<file path="src/rtl/x_parity_sched.sv">
// rtl/x_parity_sched.sv - round-robin scheduler sharing one 32-bit XOR reduction among 2**IDW requesters
//
// Purpose: arbitrates burst requests from NREQ clients, streams the granted
// client's words through a single XOR reduction and returns one parity bit per
// completed burst, tagged with the requester index.
//
// Optional feature: define X_PARSCHED_TIMEOUT_EN to abort a burst after 31
// consecutive granted cycles without an accepted beat (reported on o_tout_o).
// Left undefined, a burst waits indefinitely and o_tout_o is tied low.
//
// Ports:
//   clk_i       clock, rising edge
//   rst_n_i     asynchronous active-low reset
//   req_i       per-requester request, held until its o_valid_o pulse
//   len_i       per-requester burst length minus 1, slice i = [i*LW +: LW]
//   din_i       per-requester data word, slice i = [i*32 +: 32]
//   dvalid_i    per-requester word valid
//   dready_o    per-requester word ready (one-hot or zero)
//   gnt_o       one-hot grant (or zero)
//   o_o         parity of the last completed burst
//   o_valid_o   one-cycle pulse, o_o/o_id_o updated
//   o_id_o      requester index of o_o
//   o_tout_o    one-cycle pulse, burst aborted by timeout
//   busy_o      high while a burst is granted or completing

module x_parity_sched #(
  parameter  int IDW  = 2,
  parameter  int LW   = 4,
  localparam int NREQ = 1 << IDW
) (
  input  logic                 clk_i,
  input  logic                 rst_n_i,
  input  logic [NREQ-1:0]      req_i,
  input  logic [NREQ*LW-1:0]   len_i,
  input  logic [NREQ*32-1:0]   din_i,
  input  logic [NREQ-1:0]      dvalid_i,
  output logic [NREQ-1:0]      dready_o,
  output logic [NREQ-1:0]      gnt_o,
  output logic                 o_o,
  output logic                 o_valid_o,
  output logic [IDW-1:0]       o_id_o,
  output logic                 o_tout_o,
  output logic                 busy_o
);

  typedef enum logic [1:0] {
    S_IDLE  = 2'd0,
    S_BURST = 2'd1,
    S_DONE  = 2'd2
  } state_e;

  state_e            state_q, state_d;
  logic [NREQ-1:0]   gnt_q,   gnt_d;
  logic [LW-1:0]     cnt_q,   cnt_d;
  logic              acc_q,   acc_d;
  logic [IDW-1:0]    last_q,  last_d;
  logic [IDW-1:0]    win_q,   win_d;
  logic              o_q,     o_d;
  logic [IDW-1:0]    o_id_q,  o_id_d;

`ifdef X_PARSCHED_TIMEOUT_EN
  localparam logic [4:0] TOUT_LAST = 5'd30;
  logic [4:0]        tcnt_q,  tcnt_d;
  logic              tout_q,  tout_d;
`endif

  // Round-robin search, starting one past the last served requester.
  logic              arb_found;
  logic [IDW-1:0]    arb_idx;
  logic [IDW-1:0]    arb_cand;

  always_comb begin
    arb_found = 1'b0;
    arb_idx   = last_q;
    arb_cand  = last_q;
    for (int k = 1; k <= NREQ; k++) begin
      // k == NREQ wraps back to last_q itself, so it is considered last.
      arb_cand = last_q + IDW'(k);
      if (!arb_found && req_i[arb_cand]) begin
        arb_found = 1'b1;
        arb_idx   = arb_cand;
      end
    end
  end

  // Datapath: the single shared reduction tree operates on the granted slice.
  logic [31:0]   word_sel;
  logic          word_par;
  logic          beat;
  logic [LW-1:0] len_sel;

  assign word_sel = din_i[int'(win_q)*32 +: 32];
  assign word_par = ^word_sel;
  assign beat     = (state_q == S_BURST) && dvalid_i[win_q];
  assign len_sel  = len_i[int'(arb_idx)*LW +: LW];

  always_comb begin
    state_d = state_q;
    gnt_d   = gnt_q;
    cnt_d   = cnt_q;
    acc_d   = acc_q;
    last_d  = last_q;
    win_d   = win_q;
    o_d     = o_q;
    o_id_d  = o_id_q;
`ifdef X_PARSCHED_TIMEOUT_EN
    tcnt_d  = tcnt_q;
    tout_d  = 1'b0;
`endif

    unique case (state_q)
      S_IDLE: begin
        if (arb_found) begin
          gnt_d          = '0;
          gnt_d[arb_idx] = 1'b1;
          win_d          = arb_idx;
          cnt_d          = len_sel;
          acc_d          = 1'b0;
          state_d        = S_BURST;
`ifdef X_PARSCHED_TIMEOUT_EN
          tcnt_d         = '0;
`endif
        end
      end

      S_BURST: begin
        if (beat && (cnt_q == '0)) begin
          // Final beat wins over a simultaneous request drop. The result is
          // registered here so o_o is already valid in the DONE cycle.
          acc_d   = acc_q ^ word_par;
          o_d     = acc_q ^ word_par;
          o_id_d  = win_q;
          state_d = S_DONE;
        end else if (!req_i[win_q]) begin
          gnt_d   = '0;
          last_d  = win_q;
          state_d = S_IDLE;
        end else if (beat) begin
          acc_d   = acc_q ^ word_par;
          cnt_d   = cnt_q - 1'b1;
`ifdef X_PARSCHED_TIMEOUT_EN
          tcnt_d  = '0;
`endif
        end else begin
`ifdef X_PARSCHED_TIMEOUT_EN
          // The 31st consecutive beatless cycle aborts the burst.
          if (tcnt_q == TOUT_LAST) begin
            gnt_d   = '0;
            last_d  = win_q;
            tout_d  = 1'b1;
            tcnt_d  = '0;
            state_d = S_IDLE;
          end else begin
            tcnt_d  = tcnt_q + 1'b1;
          end
`endif
        end
      end

      S_DONE: begin
        gnt_d   = '0;
        last_d  = win_q;
        state_d = S_IDLE;
      end

      default: begin
        gnt_d   = '0;
        state_d = S_IDLE;
      end
    endcase
  end

  always_ff @(posedge clk_i or negedge rst_n_i) begin
    if (!rst_n_i) begin
      state_q <= S_IDLE;
      gnt_q   <= '0;
      cnt_q   <= '0;
      acc_q   <= 1'b0;
      last_q  <= IDW'(NREQ - 1);
      win_q   <= '0;
      o_q     <= 1'b0;
      o_id_q  <= '0;
`ifdef X_PARSCHED_TIMEOUT_EN
      tcnt_q  <= '0;
      tout_q  <= 1'b0;
`endif
    end else begin
      state_q <= state_d;
      gnt_q   <= gnt_d;
      cnt_q   <= cnt_d;
      acc_q   <= acc_d;
      last_q  <= last_d;
      win_q   <= win_d;
      o_q     <= o_d;
      o_id_q  <= o_id_d;
`ifdef X_PARSCHED_TIMEOUT_EN
      tcnt_q  <= tcnt_d;
      tout_q  <= tout_d;
`endif
    end
  end

  assign gnt_o     = gnt_q;
  assign dready_o  = (state_q == S_BURST) ? gnt_q : '0;
  assign o_o       = o_q;
  assign o_id_o    = o_id_q;
  assign o_valid_o = (state_q == S_DONE);
  assign busy_o    = (state_q != S_IDLE);
`ifdef X_PARSCHED_TIMEOUT_EN
  assign o_tout_o  = tout_q;
`else
  assign o_tout_o  = 1'b0;
`endif

endmodule

</file>
<file path="config.mk">
export PLATFORM = sky130hd
export DESIGN_NAME = x_parity_sched
export DESIGN_NICKNAME = d
export VERILOG_FILES = /design/src/rtl/x_parity_sched.sv
export SDC_FILE = /design/constraint.sdc
export NUM_CORES = 1
export LEC_CHECK = 0
export CELL_PAD_IN_SITES_DETAIL_PLACEMENT = 0
export CELL_PAD_IN_SITES_GLOBAL_PLACEMENT = 1
export CORE_ASPECT_RATIO = 1.25
export CORE_MARGIN = 5
export CORE_UTILIZATION = 26
export DETAILED_ROUTE_END_ITERATION = 6
export GPL_TIMING_DRIVEN = 1
export PLACE_DENSITY_LB_ADDON = 0.15
export SLEW_MARGIN = 20
export SYNTH_ARGS = -nofsm -noshare
export SYNTH_HDL_FRONTEND = slang
export SYNTH_SLANG_ARGS = --single-unit
</file>
<file path="constraint.sdc">
create_clock -name clk_i -period 3.35 [get_ports clk_i]
set_clock_uncertainty 0.1 [all_clocks]
set_input_delay 0.5025 -clock clk_i [delete_from_list [all_inputs] [get_ports clk_i]]
set_output_delay 0.5025 -clock clk_i [all_outputs]
set_load 0.05 [all_outputs]
</file>
==> results of run 1 <==
## layer usage
metal,vias up,global-route usage (%),part of all wire [%]
met4,0,1.16,0.24
met5,-,0,0
met3,5,7.14,14
met1,1036,14.5,34
met2,110,25.9,52
li1,1284,-,-
## per-stage QoR
stage | instances | hold slack, ns | power [uW] | cell area (um2)
4_1_cts | 569 | 0.396 | 2770 | 4180
3_5_place_dp | 565 | 0.378 | 2590 | 4130
2_1_floorplan | 282 | 0.107 | 1950 | 2320
6_report | 569 | 0.388 | 2720 | 4180
3_3_place_gp | 565 | 0.380 | 2570 | 4130
5_1_grt | 569 | 0.434 | 2960 | 4180
## cells in the mapped netlist (2+ instances only)
cell type / instances / area, um2
sky130_fd_sc_hd__o21ai_0: 10 / 50.1
sky130_fd_sc_hd__mux2i_1: 13 / 130
sky130_fd_sc_hd__o21ai_1: 2 / 10.0
sky130_fd_sc_hd__o21a_1: 2 / 15.0
sky130_fd_sc_hd__nor2_1: 21 / 78.8
sky130_fd_sc_hd__dfstp_2: 2 / 52.6
sky130_fd_sc_hd__xnor2_1: 58 / 508
sky130_fd_sc_hd__and2_1: 6 / 37.5
sky130_fd_sc_hd__clkbuf_1: 2 / 7.51
sky130_fd_sc_hd__nor3_2: 3 / 30.0
sky130_fd_sc_hd__nand2_1: 27 / 101
sky130_fd_sc_hd__nand3_1: 2 / 10.0
sky130_fd_sc_hd__buf_2: 5 / 25.0
sky130_fd_sc_hd__nor2b_1: 5 / 31.3
sky130_fd_sc_hd__ha_1: 2 / 25.0
sky130_fd_sc_hd__a211oi_1: 2 / 15.0
sky130_fd_sc_hd__o221a_2: 2 / 22.5
sky130_fd_sc_hd__nand2b_1: 4 / 25.0
sky130_fd_sc_hd__xor2_1: 38 / 333
sky130_fd_sc_hd__buf_4: 3 / 22.5
sky130_fd_sc_hd__dfrtp_1: 16 / 400
sky130_fd_sc_hd__mux4_1: 2 / 52.6
sky130_fd_sc_hd__nor3_1: 6 / 30.0
sky130_fd_sc_hd__a21oi_1: 18 / 90.1
sky130_fd_sc_hd__a32o_1: 2 / 20.0
sky130_fd_sc_hd__a31oi_1: 3 / 18.8
sky130_fd_sc_hd__o22ai_1: 5 / 31.3
sky130_fd_sc_hd__inv_1: 7 / 26.3
## kinds of logic (layout without fill, tap and decap cells)
kind of cell	after synthesis	in the layout	synth area share, %
xor+xnor	96	96	36.3
simple gates	80	80	16.7
compound gates	51	51	13.7
flops	18	18	19.6
buf+inv	18	185	3.67
mux	16	16	8.86
fa+ha+maj	2	2	1.08
other cells	1	1	0.162
## cell usage in the layout, fill, tap and decap left out, types with 3 or more instances in the layout
| cell type | n |
|---|---|
| sky130_fd_sc_hd__clkdlybuf4s50_1 | 166 |
| sky130_fd_sc_hd__xnor2_1 | 58 |
| sky130_fd_sc_hd__nor3_1 | 6 |
| sky130_fd_sc_hd__and2_1 | 6 |
| sky130_fd_sc_hd__nand2_1 | 27 |
| sky130_fd_sc_hd__o22ai_1 | 5 |
| sky130_fd_sc_hd__buf_4 | 7 |
| sky130_fd_sc_hd__nor3_2 | 3 |
| sky130_fd_sc_hd__o21ai_0 | 10 |
| sky130_fd_sc_hd__mux2i_1 | 13 |
| sky130_fd_sc_hd__nor2_1 | 21 |
| sky130_fd_sc_hd__a31oi_1 | 3 |
| sky130_fd_sc_hd__nand2b_1 | 4 |
| sky130_fd_sc_hd__dfrtp_1 | 16 |
| sky130_fd_sc_hd__xor2_1 | 38 |
| sky130_fd_sc_hd__a21oi_1 | 18 |
| sky130_fd_sc_hd__inv_1 | 7 |
| sky130_fd_sc_hd__nor2b_1 | 5 |
| sky130_fd_sc_hd__clkbuf_8 | 4 |
## cell type report
cell class | instances | area, um2 | area share, %
Clock buffer | 4 | 55.1 | 1.32
Inverter | 8 | 30.0 | 0.718
Multi-Input combinational cell | 246 | 1780 | 42.5
Sequential cell | 18 | 453 | 10.8
Tap cell | 120 | 150 | 3.59
Timing Repair Buffer | 173 | 1710 | 41.0
## sequential cells by signal, indices dropped and copies added, names as in the netlist
register / count
cnt_q: 4
gnt_o: 4
last_q: 2
o_id_o: 2
state_q: 2
win_q: 2
acc_q: 1
o_o: 1
## worst max-delay path, stage by stage, from the launching register on
cell and delay, ns:
sky130_fd_sc_hd__dfrtp_1 0.58, sky130_fd_sc_hd__nor2b_1 0.38, sky130_fd_sc_hd__buf_4 0.22, sky130_fd_sc_hd__and2_1 0.13
sky130_fd_sc_hd__clkdlybuf4s50_1 0.79
## worst max path at each step
stage | startpoint | end | slack (ns) | cells after the start
2_1_floorplan | last_q[0] | cnt_q[1] | 1.13 | 10
3_3_place_gp | din_i[99] | o_o | 0.66 | 10
3_5_place_dp | din_i[4] | o_o | 0.65 | 10
4_1_cts | state_q[0] | dready_o[3] | 0.39 | 4
5_1_grt | state_q[0] | dready_o[3] | 0.29 | 4
6_report | state_q[0] | dready_o[1] | 0.40 | 4
## power groups by stage
stage,logic (uW),clock network [uW],registers [uW]
detailed placement,2120,0,464
CTS,2120,186,462
finish,2080,180,459
global placement,2100,0,466
floorplan,1430,0,520
global route,2290,193,479
==> flow_summary.json, run 1 <==
{
  "synth.cell_area_um2": 2320,
  "ant_nets": 0,
  "cts.htree.levels": 1,
  "vias": 2435,
  "detailedPlacementHpwl_um": 7270,
  "cts_post_setup_buffers_inserted": 0,
  "syn_inst": 282,
  "synth_seq_area_share_pct": 19.6,
  "fp.dieW_um": 94.4,
  "crit_type": "reg -> out",
  "prevailing_post_synth_register_cell": "sky130_fd_sc_hd__dfrtp_1",
  "totalWireLength_um": 7920,
  "initial_standard_cell_utilization_of_the_core_pct": 26.6,
  "asyncSetResetFlopFracSynth_pct": 100,
  "grt.total_usage_pct": 13.9,
  "port-buffer-count": 166,
  "pin_count_of_the_biggest_net_entering_global_routing": 21,
  "p_switching_uw": 1270,
  "hold_removal_path_class": "reg -> reg",
  "grt_pass1_vias": 2595,
  "chipHeight_um": 116,
  "internal_power_uw": 1450,
  "drt_iter0_markers": 30,
  "launch_point_of_the_worst_hold_path": "o_id_o[0]",
  "n_fill_cell": 856,
  "final_layout_size_suffix_gt1_share_pct": 5.12,
  "crit_path_end_kind": "output pin",
  "p_clk_share_pct": 6.6,
  "cellPowerDensity_nw_per_um2": 650,
  "timing.setup.tns_ns": 0,
  "ctsRootBufferMaster": "sky130_fd_sc_hd__clkbuf_8",
  "ys_ff_latch": 18,
  "unrepaired_setup_endpoints_after_global_routing": "no",
  "sw_frac_of_total_pct": 46.6,
  "nets": 606,
  "timing.rr.start": "win_q[1]",
  "max_slew.worst_pin.slew_ns": 0.857,
  "reg2reg_setup_slack_ns": 0.91,
  "core_um2": 8700,
  "part_of_the_total_power_dissipated_in_combinational_logic_pct": 76.5,
  "std_cell_rows": 38,
  "worst-endpoint-arrival_ns": 2.35,
  "grt_first_pass_wirelength_um": 12200,
  "design.die.area_um2": 10900,
  "final_max_slew_viol_count": 0,
  "min_delay_worst_endpoint": "o_id_o[0]",
  "layout_setup_ws_ns": 0.399,
  "clk_path_buf_depth": 2,
  "fmaxAchievable_mhz": 339,
  "critPathRequiredTime_ns": 2.75,
  "count_of_different_cell_masters_after_synthesis": 42,
  "fin_util_pct": 48.0,
  "worst_skew_pair.late_latency_ns": 0.26,
  "outcome": "completed",
  "final_hold_viols": 0,
  "finalWorstPathRequiredPeriod_ns": 2.95,
  "max_slew_margin_pct": 42.7,
  "dp_worst_setup_slack_ns": 0.647,
  "avgRoutedWirePerCell_um": 13.9,
  "reg2regPathDepth": 9,
  "grt_overflow": 0,
  "tritoncts_clock_tree": "built",
  "report.final.setup_viol": 0,
  "ys.warnings.count": 0,
  "insertedDiodeCount": 0,
  "hold_buffers": 0,
  "post_cts_resized": 0,
  "vdd.ir_drop.worst_mv": 0.247,
  "drt-vias-per-instance": 4.28,
  "syn-mean-instance-area_um2": 8.21,
  "worstHoldPathCells": 2,
  "path_max_fanout": 11,
  "drt-pass1-iter-count": 4,
  "drv.max_cap_violation_count": 0,
  "path_clk_slew_ns": 0.07,
  "drt_drc_violations_left": 0,
  "synthToLayoutAreaGrowth_pct": 80.5,
  "antenna_found_initial": 0,
  "cts.sink_count": 18,
  "finalWeightedCongestion": 0.791,
  "floorplan.io_pins": 168,
  "leakagePower_uw": 0.00163,
  "synth_edf_count": 0,
  "start_kind": "register",
  "r2r-end": "o_o",
  "seqPwrFrac_pct": 16.9,
  "cts-buffers-inserted": 3,
  "nets_in_the_synthesized_netlist": 438,
  "fin_crit_sh_pct": 88.1
}
Note: power is estimated with default switching activity, not from simulation.
==> run 2, diff against run 1 <==
CORE_UTILIZATION = 40   (was 26)
DONT_BUFFER_PORTS = 1   (was not set)
clock period = 3.4 ns   (was 3.35 ns; I/O delays follow)
==> flow_summary.json, run 2 (synthesis gave the netlist of run 1 again) <==
{
  "final_max_slew_viol_count": 0,
  "crit_path_end_kind": "output pin",
  "path_max_fanout": 11,
  "antenna_found_initial": 0,
  "vias": 1899,
  "cts-buffers-inserted": 3,
  "std_cell_rows": 31,
  "cellPowerDensity_nw_per_um2": 955,
  "drt_iter0_markers": 69,
  "launch_point_of_the_worst_hold_path": "cnt_q[2]",
  "clk_path_buf_depth": 2,
  "most_used_cells_in_the_layout_excluding_fill_and_tap_cells": "sky130_fd_sc_hd__xnor2_1, sky130_fd_sc_hd__xor2_1, sky130_fd_sc_hd__nand2_1",
  "p_clk_share_pct": 7.5,
  "initial_standard_cell_utilization_of_the_core_pct": 40.6,
  "ant_nets": 0,
  "worstHoldPathCells": 1,
  "post_cts_resized": 0,
  "insertedDiodeCount": 0,
  "port-buffer-count": 0,
  "cts.htree.levels": 1,
  "worst-endpoint-arrival_ns": 1.84,
  "synthToLayoutAreaGrowth_pct": 5.62,
  "chipHeight_um": 95.1,
  "vdd.ir_drop.worst_mv": 0.406,
  "n_fill_cell": 631,
  "critical-path-max-stage-delay_ns": 0.56,
  "fmaxAchievable_mhz": 409,
  "tritoncts_clock_tree": "built",
  "sw_frac_of_total_pct": 50.0,
  "drt_drc_violations_left": 0,
  "grt.total_usage_pct": 15.2,
  "crit_type": "reg -> out",
  "timing.setup.tns_ns": 0,
  "register_area_um2": 453,
  "unrepaired_setup_endpoints_after_global_routing": "no",
  "critPathRequiredTime_ns": 2.79,
  "ctsRootBufferMaster": "sky130_fd_sc_hd__clkbuf_8",
  "final_layout_size_suffix_gt1_share_pct": 7.45,
  "cts.sink_count": 18,
  "grt_first_pass_wirelength_um": 9200,
  "finalWeightedCongestion": 0.796,
  "internal_power_uw": 1170,
  "final_hold_viols": 0,
  "totalPowerFinal_uw": 2340,
  "p_switching_uw": 1170,
  "max_slew_margin_pct": 35.4,
  "r2r-end": "o_o",
  "report.final.setup_viol": 0,
  "total_area_of_multi_input_combinational_cells_um2": 1780,
  "avgRoutedWirePerCell_um": 16.8,
  "path_cells": "nor2b_1 > buf_4 > and2_1",
  "min_delay_worst_endpoint": "cnt_q[2]",
  "leakagePower_uw": 0.000977,
  "hold_removal_path_class": "reg -> reg",
  "start_kind": "register",
  "hold_slack_ns": 0.440,
  "fin_crit_sh_pct": 72.0,
  "design.die.area_um2": 7420,
  "part_of_the_total_power_dissipated_in_combinational_logic_pct": 68.4,
  "outcome": "completed",
  "most_common_library_cell_in_the_layout_ignoring_fill_and_taps": "sky130_fd_sc_hd__xnor2_1",
  "path_clk_slew_ns": 0.07,
  "drt-pass1-iter-count": 4,
  "core_um2": 5700,
  "grt_pass1_vias": 2019,
  "finalWorstPathRequiredPeriod_ns": 2.45,
  "floorplan.io_pins": 168,
  "reg2reg_setup_slack_ns": 1.07,
  "critical_path_cell_with_the_highest_stage_delay": "sky130_fd_sc_hd__dfrtp_1",
  "timing.rr.start": "win_q[0]",
  "seqPwrFrac_pct": 24.1,
  "reg2regPathDepth": 10,
  "worst_skew_pair.late_latency_ns": 0.26,
  "pin_count_of_the_biggest_net_entering_global_routing": 32,
  "max_slew.worst_pin.slew_ns": 0.967,
  "nets": 439,
  "drt-vias-per-instance": 5.46,
  "detailedPlacementHpwl_um": 5090,
  "fp.dieW_um": 78.1,
  "grt_overflow": 0,
  "totalWireLength_um": 5850,
  "drv.max_cap_violation_count": 0,
  "cts_post_setup_buffers_inserted": 0
}
## run 2: repair_timing
item,in CTS,in global routing
endpoints found under the hold margin,18,0
setup endpoints to repair,0,0
hold buffers,1,0
## run 2: area by class of cell
class / instances / area share (%)
inverter: 8 / 1.23
clock buffer: 4 / 2.25
multi-input combinational: 246 / 72.7
sequential: 18 / 18.5
tap: 66 / 3.38
timing repair buffer: 6 / 1.94
## run 2: critical path: cells and delay by family (launching register included)
family | cells | cell delay, ns
AND/OR/NAND/NOR | 2 | 0.80
buffers and inverters | 1 | 0.21
flip-flops | 1 | 0.56
## run 2: stage by stage
stage,instances,cell area [um2],utilization (%),setup WS [ns]
CTS,348,2450,42.9,0.934
global placement,343,2380,41.8,1.10
floorplan,282,2320,-,1.18
finish,348,2450,42.9,0.953
global route,348,2450,42.9,0.839
detailed placement,343,2380,41.8,1.04
## run 2: worst max path at each step
stage	start	slack, ns	cells past startpoint	endpoint
after floorplan	last_q[0]	1.18	10	cnt_q[1]
after global placement	win_q[0]	1.10	10	o_o
after detailed placement	win_q[0]	1.04	10	o_o
after CTS	state_q[0]	0.93	3	dready_o[1]
after global routing	state_q[0]	0.84	3	dready_o[3]
final	state_q[0]	0.95	3	dready_o[1]
## run 2: power by group through the flow
stage	clock network, uW	registers [uW]	logic (uW)
floorplan	0	513	1410
global placement	0	570	1610
detailed placement	0	571	1620
CTS	182	567	1630
global route	186	581	1790
finish	176	562	1600
## run 2: routing by layer
layer  routed length, um  up-vias  GRT usage, %
li1                    -      951             -
met1                2110      843          17.1
met2                3140      100          27.6
met3                 525        5          4.35
met4                  76        0          4.23
met5                   0        -             0
==> run 3, diff against run 2 <==
clock period = 2.55 ns   (was 3.4 ns; I/O delays follow)
==> flow_summary.json, run 3 (synthesis gave the netlist of run 1 again) <==
{
  "pin_count_of_the_biggest_net_entering_global_routing": 33,
  "grt_pass1_vias": 1993,
  "grtUsageMet1_pct": 17.1,
  "n_fill_cell": 611,
  "avgRoutedWirePerCell_um": 17.2,
  "fmaxAchievable_mhz": 445,
  "hold_removal_path_class": "in -> reg",
  "path_max_fanout": 8,
  "tritoncts_clock_tree": "built",
  "path_cells": "nor2b_1 > buf_4 > and2_1",
  "cts.sink_count": 18,
  "outcome": "completed",
  "path_clk_slew_ns": 0.07,
  "port-buffer-count": 0,
  "final_cell_count_without_fillers": 353,
  "totalWireLength_um": 6060,
  "fin_crit_sh_pct": 88.1,
  "drt_iter0_markers": 66,
  "vdd.ir_drop.worst_mv": 0.528,
  "global_route.usage.met2_pct": 29.6,
  "detailedPlacementHpwl_um": 5230,
  "antenna_found_initial": 0,
  "most_used_cells_in_the_layout_excluding_fill_and_tap_cells": "sky130_fd_sc_hd__xnor2_1, sky130_fd_sc_hd__xor2_1, sky130_fd_sc_hd__nand2_1",
  "critical_path_cell_with_the_highest_stage_delay": "sky130_fd_sc_hd__dfrtp_1",
  "critPathRequiredTime_ns": 2.07,
  "synthToLayoutAreaGrowth_pct": 8.32,
  "crit_type": "reg -> out",
  "max_slew.worst_pin.slew_ns": 0.875,
  "report.final.setup_viol": 0,
  "crit_path_end_kind": "output pin",
  "core_um2": 5700,
  "chipHeight_um": 95.1,
  "nets": 444,
  "ctsRootBufferMaster": "sky130_fd_sc_hd__clkbuf_8",
  "dp_worst_setup_slack_ns": 0.317,
  "post_cts_resized": 0,
  "placed_cells": 348,
  "drt-pass1-iter-count": 4,
  "timing.setup.tns_ns": 0,
  "leakagePower_uw": 0.00101,
  "cp_top_delay_family": "simple AND/OR/NAND/NOR gates",
  "fp.dieW_um": 78.1,
  "groute.layer.met3.usage_pct": 3.21,
  "final_max_slew_viol_count": 0,
  "critical-path-max-stage-delay_ns": 0.48,
  "finalWeightedCongestion": 0.843,
  "cts_post_setup_buffers_inserted": 0,
  "unrepaired_setup_endpoints_after_global_routing": "no",
  "worst_skew_pair.late_latency_ns": 0.26,
  "grt.total_usage_pct": 15.4,
  "layout_setup_ws_ns": 0.304,
  "grt_first_pass_wirelength_um": 9210,
  "most_common_library_cell_in_the_layout_ignoring_fill_and_taps": "sky130_fd_sc_hd__xnor2_1",
  "ant_nets": 0,
  "initial_standard_cell_utilization_of_the_core_pct": 40.6,
  "register_area_um2": 453,
  "std_cell_rows": 31,
  "clk_path_buf_depth": 2,
  "max_slew_margin_pct": 41.5,
  "grt_overflow": 0,
  "worst-endpoint-arrival_ns": 1.76,
  "cts-buffers-inserted": 3,
  "drt-vias-per-instance": 5.49,
  "insertedDiodeCount": 0,
  "floorplan.io_pins": 168,
  "path_buf_inv": 1,
  "drv.max_cap_violation_count": 0,
  "design.die.area_um2": 7420,
  "finalWorstPathRequiredPeriod_ns": 2.25,
  "vias": 1938,
  "start_kind": "register",
  "drt_drc_violations_left": 0,
  "cellPowerDensity_nw_per_um2": 1280,
  "cts.htree.levels": 1,
  "grt.busiest_layer": "met2",
  "final_layout_size_suffix_gt1_share_pct": 9.06,
  "total_area_of_multi_input_combinational_cells_um2": 1780,
  "final_hold_viols": 0
}
-- run 3: stage by stage --
stage          utilization, %  power (uW)  hold slack [ns]  area, um2
3_5_place_dp             42.9        3010          -0.0122       2440
3_3_place_gp             42.9        3000          -0.0121       2440
2_1_floorplan               -        2570          -0.0131       2320
4_1_cts                  44.0        3270            0.354       2510
6_report                 44.0        3210            0.358       2510
5_1_grt                  44.0        3510            0.384       2510
-- run 3: repair_timing --
item,4_1_cts,5_1_grt
setup endpoints to repair,0,0
hold buffers,1,0
endpoints found under the hold margin,18,0
-- run 3: routing by layer --
| layer | part of all wire, % | wire (um) |
|---|---|---|
| met1 | 36 | 2200 |
| met2 | 55 | 3320 |
| met3 | 7.8 | 472 |
| met4 | 1.1 | 69 |
| met5 | 0 | 0 |
-- run 3: cell type report --
type                       count  share of cell area, %
clock buffer                   4                   2.19
multi-input combinational    246                   70.9
inverter                       8                   1.20
timing repair buffer          11                   4.39
tap                           66                   3.29
sequential                    18                   18.1
-- run 3: worst reg2reg max path: stages (launching register included) --
cell,delay [ns]
sky130_fd_sc_hd__dfrtp_1,0.50
sky130_fd_sc_hd__buf_4,0.31
sky130_fd_sc_hd__mux2i_1,0.29
sky130_fd_sc_hd__xnor2_1,0.16
sky130_fd_sc_hd__xnor2_1,0.14
sky130_fd_sc_hd__nor2_1,0.05
sky130_fd_sc_hd__a21oi_1,0.14
sky130_fd_sc_hd__xnor2_1,0.15
sky130_fd_sc_hd__xnor2_1,0.16
sky130_fd_sc_hd__o21ai_1,0.09
-- run 3: worst paths after layout --
path	from	to	slack (ns)	cells past startpoint
worst max-delay path	state_q[1]	dready_o[3]	0.30	3
worst min-delay path	len_i[12]	cnt_q[0]	0.36	3
worst max register to register	win_q[1]	o_o	0.33	9
worst min register to register	cnt_q[2]	cnt_q[2]	0.45	1
max in group asynchronous	rst_n_i	o_id_o[0]	1.23	1
min in group asynchronous	rst_n_i	cnt_q[3]	0.58	1
-- run 3: report_power, final --
part	switching, uW	internal [uW]	leakage, uW
Clock	103	137	0.0000288
Sequential	251	429	0.000222
Combinational	1230	1060	0.000760
